## src/rtl/param_stream_buffer.sv

```systemverilog
// param_stream_buffer: fills a DEPTH-word parameter memory from a valid/ready
// stream of PARALLELISM-element beats. A 2-cycle read port serves the compute
// side, and reads are allowed while the buffer is still filling.
// Optional feature: define PARAM_STREAM_BUFFER_CHECKSUM_EN to add a running XOR
// checksum of the words written since the last fill start.
//
// state | meaning
// FILL  | accepting beats into mem[wr_ptr]; ready unless clear is pulsed
// FULL  | all DEPTH words written; ready low until clear
module param_stream_buffer #(
    parameter int PRECISION   = 16,
    parameter int PARALLELISM = 1,
    parameter int DEPTH       = 32,
    parameter int AWIDTH      = $clog2(DEPTH) + 1,
    parameter int WWIDTH      = PRECISION * PARALLELISM
) (
    input  logic                 clk,
    input  logic                 rst,
    input  logic [PRECISION-1:0] data_in [PARALLELISM],
    input  logic                 data_in_valid,
    output logic                 data_in_ready,
    input  logic                 clear,
    output logic                 full,
    input  logic [AWIDTH-1:0]    address0,
    input  logic                 ce0,
    output logic [WWIDTH-1:0]    q0,
    output logic [WWIDTH-1:0]    checksum
);

    localparam int IW = (DEPTH > 1) ? $clog2(DEPTH) : 1;

    typedef enum logic {S_FILL = 1'b0, S_FULL = 1'b1} state_t;

    state_t              state_q;
    logic [AWIDTH-1:0]   wr_ptr_q;
    logic                full_q;
    logic [WWIDTH-1:0]   stage1_q;
    logic [WWIDTH-1:0]   q0_q;
    logic [WWIDTH-1:0]   mem [DEPTH];

    logic [WWIDTH-1:0]   word_in;
    logic [WWIDTH-1:0]   rd_word;
    logic                wr_en;

    // A clear cycle never accepts a beat, so ready drops combinationally with it.
    assign data_in_ready = (state_q == S_FILL) && !clear;
    assign wr_en         = data_in_valid && data_in_ready && !rst;
    assign full          = full_q;
    assign q0            = q0_q;

    // Pack elements so element j lands in word bits [PRECISION*j +: PRECISION].
    always_comb begin
        word_in = '0;
        for (int j = 0; j < PARALLELISM; j++) begin
            word_in[PRECISION*j +: PRECISION] = data_in[j];
        end
    end

    // Out-of-range addresses read as zero so they cannot index past the array.
    always_comb begin
        rd_word = '0;
        if (address0 < AWIDTH'(DEPTH)) begin
            rd_word = mem[address0[IW-1:0]];
        end
    end

    // Fill/full state machine with the write pointer and registered full flag.
    always_ff @(posedge clk) begin
        if (rst) begin
            state_q  <= S_FILL;
            wr_ptr_q <= '0;
            full_q   <= 1'b0;
        end else if (clear) begin
            state_q  <= S_FILL;
            wr_ptr_q <= '0;
            full_q   <= 1'b0;
        end else if (wr_en) begin
            if (wr_ptr_q == AWIDTH'(DEPTH - 1)) begin
                state_q  <= S_FULL;
                wr_ptr_q <= '0;
                full_q   <= 1'b1;
            end else begin
                wr_ptr_q <= wr_ptr_q + 1'b1;
            end
        end
    end

    // Parameter storage; contents deliberately survive reset and clear.
    always_ff @(posedge clk) begin
        if (wr_en) begin
            mem[wr_ptr_q[IW-1:0]] <= word_in;
        end
    end

    // Two-stage read pipeline; both stages hold while ce0 is low.
    always_ff @(posedge clk) begin
        if (rst) begin
            stage1_q <= '0;
            q0_q     <= '0;
        end else if (ce0) begin
            stage1_q <= rd_word;
            q0_q     <= stage1_q;
        end
    end

`ifdef PARAM_STREAM_BUFFER_CHECKSUM_EN
    logic [WWIDTH-1:0] checksum_q;

    // Running XOR of every accepted word since the last reset or clear.
    always_ff @(posedge clk) begin
        if (rst || clear) begin
            checksum_q <= '0;
        end else if (wr_en) begin
            checksum_q <= checksum_q ^ word_in;
        end
    end

    assign checksum = checksum_q;
`else
    assign checksum = '0;
`endif

endmodule

```

## config.mk

```make
export PLATFORM = sky130hd
export DESIGN_NAME = param_stream_buffer
export DESIGN_NICKNAME = d
export VERILOG_FILES = /design/src/rtl/param_stream_buffer.sv
export SDC_FILE = /design/constraint.sdc
export NUM_CORES = 1
export LEC_CHECK = 0
export ABC_AREA = 1
export ABC_CLOCK_PERIOD_IN_PS = 7000
export CAP_MARGIN = 30
export CORE_UTILIZATION = 45
export CTS_CLUSTER_SIZE = 10
export DETAILED_ROUTE_END_ITERATION = 10
export PLACE_DENSITY = 0.69
export SLEW_MARGIN = 10
export SYNTH_ARGS = -nofsm -noshare
export SYNTH_HDL_FRONTEND = slang
export SYNTH_SLANG_ARGS = --single-unit
```

## constraint.sdc

```tcl
create_clock -name clk -period 7 [get_ports clk]
set_clock_uncertainty 0.2 [all_clocks]
set_input_delay 1.4 -clock clk [delete_from_list [all_inputs] [get_ports clk]]
set_output_delay 1.4 -clock clk [all_outputs]
set_load 0.02 [all_outputs]
```

==> flow_summary.json <==
{
  "outcome": "completed",
  "place.gp.congestion": 0.829,
  "cts_buffers": 61,
  "clock_latency_ps": 610,
  "cp.arrival_ps": 2600,
  "ys_ff_latch": 551,
  "grt_pass1_wl_um": 85300,
  "yosysWarnings": 0,
  "dieArea_um2": 51000,
  "crit_buf_inv": 2,
  "post_cts_resized": 0,
  "internal_power_mw": 5.39,
  "drc": 0,
  "synth_mux_area_frac": 0,
  "switchingPower_mw": 1.51,
  "wl_um": 55900,
  "leakagePower_nw": 9.21,
  "final-instance-count-excl-fill": 2763,
  "dp.cells": 2647,
  "synth_edf_count": 512,
  "swShare": 0.219,
  "clk_pin_slew_ps": 50,
  "timing.setup.tns_ps": 0,
  "cts_tree": "yes",
  "worstSetupPathDepth": 3,
  "die_height_um": 226,
  "min_period_ps": 4200,
  "fp-row-count": 81,
  "synth_fa_ha_area_frac": 0.00222,
  "seqCellArea_um2": 16200,
  "final_common_cell": "nand2_1",
  "grt_antenna_before_repair": 0,
  "crit_top_cell": "clkdlybuf4s50_1",
  "wl_per_cell_um": 20.2,
  "crit_chain": "clkdlybuf4s50_1 > nor2_1 > clkdlybuf4s50_1",
  "power.density_nw_per_um2": 273,
  "post_cts_buffers": 0,
  "reg2reg_depth": 10,
  "num_vias": 14999,
  "fin_nets": 2077,
  "rrSetupSlack_ps": 4850,
  "grt.total_usage": 0.223,
  "ys_types": 24,
  "crit_path_max_fanout": 2,
  "via_per_inst": 5.43,
  "ant_nets": 0,
  "cts.path.max_buffers": 3,
  "relSlewSlack": 0.347,
  "r2r-end": "wr_ptr_q[0]",
  "grt_pass1_vias": 14254,
  "ir_worst_vdd_mv": 0.210,
  "worstSetupEndpointType": "output port",
  "synth_simple_gate_area_frac": 0.230,
  "clkSinkCount": 551,
  "tightest_slew_ps": 980,
  "crit_path_start": "clear",
  "drive_above_1_share": 0.0681,
  "syn_avg_cell_area_um2": 11.3,
  "seqPwrFrac": 0.524,
  "drv_cap": 0,
  "multi_input_comb_area_um2": 5510,
  "syn_to_final_growth_pct": 12.4,
  "io_buffers": 44,
  "slowest_delay_ps": 610,
  "grt.overflow.total": 0,
  "comb_power_share": 0.059,
  "synth_seq_area_share": 0.717,
  "synthArstFlopShare": 0,
  "htree_levels": 2,
  "clock_power_share": 0.417,
  "final-setup-viol-count": 0,
  "finalHoldViolCount": 0,
  "cp.required_ps": 5400,
  "fmax_ghz": 0.238,
  "final_cell_mix": "nand2_1 (830), edfxtp_1 (512), nand3_1 (373), clkbuf_16 (63), buf_4 (57)",
  "synth_top_family_by_area": "simple AND/OR/NAND/NOR gates",
  "syn_area_um2": 22500,
  "cp_slowest_cell": "clkdlybuf4s50_1",
  "synth-xor-area-share": 0.000777,
  "drt_pass1_iterations": 6,
  "io_pins": 61,
  "utilization": 0.515,
  "drtIter0Drc": 2019,
  "ctsHoldBuffers": 0,
  "diodes": 0,
  "maxSlewViolCount": 0,
  "power.total_mw": 6.90,
  "initial_utilization": 0.458,
  "grt_max_degree": 129,
  "hpwl_um": 31300,
  "min_path_type": "reg2reg",
  "root_buffer": "clkbuf_16",
  "crit_type": "in2out",
  "rsz0062_at_grt": "no",
  "r2r_start": "wr_ptr_q[0]",
  "crit_path_end": "data_in_ready",
  "crit_family": "buffers and inverters",
  "synth_compound_area_frac": 0.00811,
  "post-route-period-util": 0.600,
  "synth_ff_type": "edfxtp_1",
  "coreArea_um2": 49200,
  "fillers": 4203,
  "die_x_um": 226,
  "synth_cells": 1998,
  "startpoint_type": "primary input"
}
-- per-layer routing --
metal  vias to the layer above  routed length [µm]  GRT usage
met2                       755               25200      0.338
met4                         0                1940     0.0876
met3                        97                4980     0.0383
li1                       6929                   -          -
met5                         -                   0          0
met1                      7218               23700      0.321
-- cells in the mapped netlist (2+ instances only) --
master,instances,area [µm²]
dfxtp_1,39,781
nor3_1,4,20.0
nor2_1,38,143
ha_1,4,50.1
buf_1,14,52.6
clkbuf_1,34,128
nand2_1,830,3120
buf_4,50,375
nand3_1,373,1870
inv_1,15,56.3
edfxtp_1,512,15400
inv_2,3,11.3
xor2_1,2,17.5
nor2_2,2,12.5
buf_6,16,180
nor2_4,2,22.5
buf_2,20,100
a21oi_1,34,170
-- through the flow --
stage / hold WS, ps / setup WS, ps / cell area, µm²
after floorplan: 236 / 3290 / 22600
after global placement: 248 / 1600 / 23500
after detailed placement: 255 / 2540 / 23500
after CTS: 262 / 2770 / 25300
after global routing: 276 / 2700 / 25300
final: 258 / 2800 / 25300
-- worst min path at each step --
stage	from	cells after the start	slack (ps)	end
6_report	q0[14]	2	260	q0[14]
5_1_grt	q0[6]	2	280	q0[6]
4_1_cts	q0[12]	2	260	q0[12]
3_5_place_dp	q0[14]	2	260	q0[14]
3_3_place_gp	q0[9]	2	250	q0[9]
2_1_floorplan	stage1_q[15]	2	240	q0[15]
-- logic make-up (layout without fill, tap and decap cells) --
logic type	after synthesis	in the layout
other	1	16
AOI/OAI and AO/OA	36	36
adders and majority gates	4	4
buffers and inverters	154	240
DFF	551	551
and+or+nand+nor	1250	1250
xor gates and xnor gates	2	2
-- power groups by stage --
stage / clock, mW / combinational (mW) / sequential, mW
floorplan: 0 / 0.248 / 3.68
global placement: 0 / 0.393 / 3.68
detailed placement: 0 / 0.405 / 3.68
CTS: 2.91 / 0.406 / 3.61
global route: 3.04 / 0.447 / 3.61
finish: 2.88 / 0.409 / 3.61
-- tightest hold or removal path: stages, from the launching register on --
cell and delay [ps]:
dfxtp_1 310, nand2_1 60, a21oi_1 50
-- state kept, by name, indices dropped and copies added (netlist names) --
name,cells
full,1
stage1_q,16
mem,512
q0,16
wr_ptr_q,6
-- cell type report --
type                            instances  share of cell area
Clock buffer                          114              0.0698
Clock inverter                          2            0.000642
Tap cell                              664              0.0328
Timing Repair Buffer                  105              0.0380
Inverter                               19             0.00311
Sequential cell                       551               0.638
Multi-Input combinational cell       1308               0.218
(Power assumes the default switching activity.)
